==> src/rtl/first_fill_frame_ctrl.sv <==
// first_fill_frame_ctrl: frame sequencer ahead of the First Fill core.
// Frames a 1-bit pixel stream, pulses core_start per frame, awaits done.
module first_fill_frame_ctrl #(
  parameter int IMG_W   = 64,
  parameter int IMG_H   = 64,
  parameter int TIMEOUT = 4096
) (
  input  logic       clk,
  input  logic       rst_n,
  input  logic       start,
  input  logic       abort,
  input  logic [7:0] frame_cfg,
  input  logic       s_tvalid,
  output logic       s_tready,
  input  logic       s_tdata,
  output logic       core_start,
  output logic       core_tvalid,
  input  logic       core_tready,
  output logic       core_tdata,
  output logic       core_tuser,
  output logic       core_tlast,
  input  logic       core_done,
  output logic       busy,
  output logic       run_done,
  output logic [7:0] frames_done,
  output logic       err_timeout
);

  localparam int XW = $clog2(IMG_W);
  localparam int YW = (IMG_H > 1) ? $clog2(IMG_H) : 1;
  localparam int TW = $clog2(TIMEOUT + 1);

  localparam logic [XW-1:0] X_LAST = XW'(IMG_W - 1);
  localparam logic [YW-1:0] Y_LAST = YW'(IMG_H - 1);
  localparam logic [TW-1:0] T_LAST = TW'(TIMEOUT - 1);

  typedef enum logic [2:0] {
    S_IDLE,
    S_START,
    S_STREAM,
    S_WAIT,
    S_NEXT
  } state_t;

  state_t        state_q, state_d;
  logic [XW-1:0] x_q, x_d;
  logic [YW-1:0] y_q, y_d;
  logic [TW-1:0] to_q, to_d;
  logic [7:0]    rem_q, rem_d;
  logic [7:0]    fd_q, fd_d;
  logic          err_q, err_d;
  logic          busy_q, busy_d;
  logic          run_done_q, run_done_d;
  logic          in_stream;
  logic          xfer;

  assign in_stream   = (state_q == S_STREAM);
  assign s_tready    = core_tready & in_stream & ~abort;
  assign core_tvalid = s_tvalid & in_stream;
  assign core_tdata  = s_tdata;
  assign core_tuser  = (x_q == '0) && (y_q == '0);
  assign core_tlast  = (x_q == X_LAST);
  assign core_start  = (state_q == S_START);
  assign xfer        = s_tvalid & s_tready;

  assign busy        = busy_q;
  assign run_done    = run_done_q;
  assign frames_done = fd_q;
  assign err_timeout = err_q;

  // Next-state and counter logic; abort overrides every state.
  always_comb begin
    state_d    = state_q;
    x_d        = x_q;
    y_d        = y_q;
    to_d       = to_q;
    rem_d      = rem_q;
    fd_d       = fd_q;
    err_d      = err_q;
    run_done_d = 1'b0;
    if (abort) begin
      state_d = S_IDLE;
      x_d     = '0;
      y_d     = '0;
      to_d    = '0;
    end else begin
      unique case (state_q)
        S_IDLE: begin
          if (start) begin
            rem_d   = frame_cfg;
            fd_d    = '0;
            err_d   = 1'b0;
            state_d = S_START;
          end
        end
        S_START: begin
          x_d     = '0;
          y_d     = '0;
          state_d = S_STREAM;
        end
        S_STREAM: begin
          if (xfer) begin
            if (x_q == X_LAST) begin
              x_d = '0;
              if (y_q == Y_LAST) begin
                y_d     = '0;
                to_d    = '0;
                state_d = S_WAIT;
              end else begin
                y_d = y_q + 1'b1;
              end
            end else begin
              x_d = x_q + 1'b1;
            end
          end
        end
        S_WAIT: begin
          if (core_done) begin
            state_d = S_NEXT;
          end else if (to_q == T_LAST) begin
            err_d   = 1'b1;
            state_d = S_NEXT;
          end else begin
            to_d = to_q + 1'b1;
          end
        end
        S_NEXT: begin
          fd_d = fd_q + 1'b1;
          if (rem_q == 8'd0) begin
            state_d = S_START;
          end else if (rem_q == 8'd1) begin
            run_done_d = 1'b1;
            state_d    = S_IDLE;
          end else begin
            rem_d   = rem_q - 1'b1;
            state_d = S_START;
          end
        end
        default: state_d = S_IDLE;
      endcase
    end
    busy_d = (state_d != S_IDLE);
  end

  // State and counter registers.
  always_ff @(posedge clk or negedge rst_n) begin
    if (!rst_n) begin
      state_q    <= S_IDLE;
      x_q        <= '0;
      y_q        <= '0;
      to_q       <= '0;
      rem_q      <= '0;
      fd_q       <= '0;
      err_q      <= 1'b0;
      busy_q     <= 1'b0;
      run_done_q <= 1'b0;
    end else begin
      state_q    <= state_d;
      x_q        <= x_d;
      y_q        <= y_d;
      to_q       <= to_d;
      rem_q      <= rem_d;
      fd_q       <= fd_d;
      err_q      <= err_d;
      busy_q     <= busy_d;
      run_done_q <= run_done_d;
    end
  end

endmodule

==> config.mk <==
export PLATFORM = sky130hd
export DESIGN_NAME = first_fill_frame_ctrl
export DESIGN_NICKNAME = d
export VERILOG_FILES = /design/src/rtl/first_fill_frame_ctrl.sv
export SDC_FILE = /design/constraint.sdc
export NUM_CORES = 1
export LEC_CHECK = 0
export CORE_AREA = 4 4 77 79
export CTS_CLUSTER_SIZE = 28
export DETAILED_ROUTE_END_ITERATION = 10
export DIE_AREA = 0 0 81 83
export PLACE_DENSITY = 0.79
export SLEW_MARGIN = 5
export SYNTH_ARGS = -nofsm -noshare
export SYNTH_HDL_FRONTEND = slang
export SYNTH_SLANG_ARGS = --single-unit
==> constraint.sdc <==
create_clock -name clk -period 2.1 [get_ports clk]
set_input_delay 0.42 -clock clk [delete_from_list [all_inputs] [get_ports clk]]
set_output_delay 0.42 -clock clk [all_outputs]
set_load 0.01 [all_outputs]
==> results.py <==
metrics = {
    "grt": {
        "gr-usage-all-layers_pct": 21.2,
        "antenna_violations_before_repair": 0,
        "grt_start_max_net_pins": 28,
        "globalRouteOverflowTotal": 0,
        "number_of_global_route_vias_before_repair": 2586,
        "grt_first_pass_wirelength_um": 11600,
    },
    "power_and_ir_drop": {
        "power_density_mw_per_mm2": 550,
        "vdd.ir_drop.worst_v": 0.000291,
        "total_chip_power_mw": 2.01,
        "power.leakage_nw": 1.57,
    },
    "setup_path": {
        "r2r_cells": 6,
        "critical_path_peak_fanout": 3,
        "worst-setup-path-type": "in -> out",
        "critical_path.startpoint_type": "input pin",
        "arr_time_crit_path_ps": 1580,
        "cp_data_required_time_ps": 1680,
        "kind_of_capture_point_of_the_worst_setup_path": "output port",
    },
    "timing": {
        "fmax_ghz": 0.500,
        "setup_repair_after_global_routing_missed_its_margin": "no",
        "skew_ps": 9.76,
        "final_report_setup_violation_count": 0,
        "finalHoldWorstSlack_ps": 66.3,
        "timing.final.max_slew_violations": 0,
        "tightest_pin_transition_ps": 654,
        "worst_slack_ps": 100,
        "max-slew-margin-rel_pct": 56.1,
        "post_route_fraction_of_the_period_consumed_by_the_critical_path_pct": 95.2,
        "min_period_ps": 2000,
        "finalHoldViolCount": 0,
    },
    "yosys": {
        "synth_seq_cells": 47,
        "syn-instance-count": 316,
        "synth.top_cell.area_share_pct": 39.9,
        "yosysWarnings": 0,
        "synth.most_common_cell": "sky130_fd_sc_hd__dfrtp_1",
        "synthFlopType": "sky130_fd_sc_hd__dfrtp_1",
        "proportion_of_register_bits_with_asynchronous_set_or_reset_after_synthesis_pct": 100,
        "yosys-top-cells-area": "sky130_fd_sc_hd__dfrtp_1, sky130_fd_sc_hd__ha_1, sky130_fd_sc_hd__nand3_1, sky130_fd_sc_hd__a21oi_1, sky130_fd_sc_hd__a31oi_1",
        "syn_avg_cell_area_um2": 9.33,
        "ys_top_cells_by_count": "sky130_fd_sc_hd__dfrtp_1, sky130_fd_sc_hd__nand3_1, sky130_fd_sc_hd__nand2_1, sky130_fd_sc_hd__a21oi_1, sky130_fd_sc_hd__inv_1",
        "post_synth_num_cell_types": 66,
        "synth-edff-count": 0,
        "sequential_element_share_of_the_synthesized_area_pct": 39.9,
        "synthDominantAreaCellType": "sky130_fd_sc_hd__dfrtp_1",
        "syn-cell-area_mm2": 0.00295,
        "synth.net_count": 341,
    },
    "finish": {
        "finalCoreUtilization_pct": 68.3,
        "drive_gt1_share_pct": 17.5,
        "final.fill_count": 440,
        "sequential_cell_area_mm2": 0.00118,
        "antennaDiodeCount": 0,
        "area_delta_synth_final_pct": 23.6,
        "finish.net_count": 395,
        "multi_input_area_mm2": 0.00165,
        "finalInstanceArea_mm2": 0.00364,
    },
    "clock_network": {
        "cts_buffers": 5,
        "numClockSinks": 47,
        "clockRootBuffer": "sky130_fd_sc_hd__clkbuf_8",
        "clkSlewWorstSetupHoldPaths_ps": 90,
        "ctsHtreeMaxLevel": 2,
        "ctsHoldBuffers": 0,
        "clock_tree.buffer_depth": 2,
        "tritoncts": "yes",
        "insertion_delay_ps": 310,
    },
    "detailed_routing": {
        "drt_drc_violations_left": 0,
        "ant_nets": 0,
        "post_drt_via_cell_ratio": 6.10,
        "drt_pass1_iterations": 6,
        "detail_route.iter0.violations": 124,
        "post_drt_wl_per_cell_um": 15.3,
        "wl_um": 6800,
        "dr_total_vias": 2703,
    },
    "die": {
        "design.core.area_mm2": 0.00534,
        "dieHeight_um": 83,
        "die-area_mm2": 0.00672,
        "ios": 33,
        "floorplan.initialDensity_pct": 55.3,
        "row_count": 27,
        "dieWidth_um": 81,
    },
    "place": {
        "dp.final_hpwl_um": 5020,
        "detailed_place.area_mm2": 0.00349,
        "gp_routability_congestion": 0.883,
        "portBuffers": 30,
        "place_worst_setup_slack_ps": -289,
    },
    "outcome": {
        "status": "finished clean",
    },
    "flow_run": {
        "drv_cap": 0,
    },
    "worst_hold_path": {
        "hold_path_class": "in -> async",
    },
}
## state kept, by name (all words and copies together), names as in the netlist
name         flops
to_q            13
rem_q            8
frames_done      8
err_timeout      1
state_q          3
x_q              6
run_done         1
busy             1
y_q              6
## power breakdown
part / total (mW) / internal, mW / switching [mW]
Clock: 0.602 / 0.269 / 0.333
Sequential: 1.02 / 0.958 / 0.0656
Combinational: 0.380 / 0.188 / 0.192
## timing repair
item,CTS,global route
gates resized for setup,9,1
pin swaps,0,1
gates cloned,0,0
endpoints found under the setup margin,5,1
setup buffers,0,4
## logic make-up (layout without fill, tap and decap cells)
| group | count (synthesis) | in the layout | synth area share [%] |
|---|---|---|---|
| mux | 2 | 2 | 0.764 |
| fa+ha+maj | 9 | 9 | 3.82 |
| xor+xnor | 3 | 3 | 0.891 |
| buf+inv | 33 | 88 | 5.05 |
| flops | 47 | 47 | 39.9 |
| compound gates | 95 | 95 | 22.0 |
| simple gates | 127 | 127 | 27.6 |
## path summary, 6_finish.rpt
path                                   from          end  slack [ps]
worst max-delay path               s_tvalid  core_tvalid         100
worst min-delay path                  rst_n     rem_q[4]          70
worst max register to register     rem_q[0]   state_q[0]         150
worst min register to register  err_timeout  err_timeout         510
max in group asynchronous             rst_n      to_q[6]        1510
min in group clk                err_timeout  err_timeout         510
## cell usage in the layout, fill, tap and decap left out, types with 9 or more instances in the layout
| cell type | instances |
|---|---|
| sky130_fd_sc_hd__and3_1 | 9 |
| sky130_fd_sc_hd__o21ai_1 | 9 |
| sky130_fd_sc_hd__buf_4 | 31 |
| sky130_fd_sc_hd__inv_1 | 16 |
| sky130_fd_sc_hd__nand2_1 | 20 |
| sky130_fd_sc_hd__nand3_1 | 21 |
| sky130_fd_sc_hd__nor2_1 | 14 |
| sky130_fd_sc_hd__dfrtp_1 | 46 |
| sky130_fd_sc_hd__ha_1 | 9 |
| sky130_fd_sc_hd__a31oi_1 | 14 |
| sky130_fd_sc_hd__a21oi_1 | 19 |
| sky130_fd_sc_hd__clkdlybuf4s50_1 | 24 |
## layer usage
layer / up-vias / GRT usage (%) / wire [um]
li1: 1322 / - / -
met1: 1293 / 27.8 / 3080
met2: 75 / 34.5 / 3290
met3: 13 / 4.01 / 308
met4: 0 / 7.99 / 126
met5: - / 0 / 0
## worst max-delay path: stages
cell,delay (ps)
sky130_fd_sc_hd__clkdlybuf4s50_1,490
sky130_fd_sc_hd__nor4bb_2,350
sky130_fd_sc_hd__dlygate4sd2_1,320
## per-stage QoR
stage                     setup TNS [ps]  instances
after global placement             -1260        431
after global routing                   0        443
after detailed placement           -1550        431
final                                  0        443
after CTS                           -130        439
after floorplan                        0        316
## cell type report
class                      count  area share [%]
clock inverter                 2           0.446
tap                           72            2.47
inverter                      17            1.75
timing repair buffer          63            15.5
clock buffer                   6            2.27
sequential                    47            32.3
multi-input combinational    236            45.2
Power figures use the tool's default switching activity.
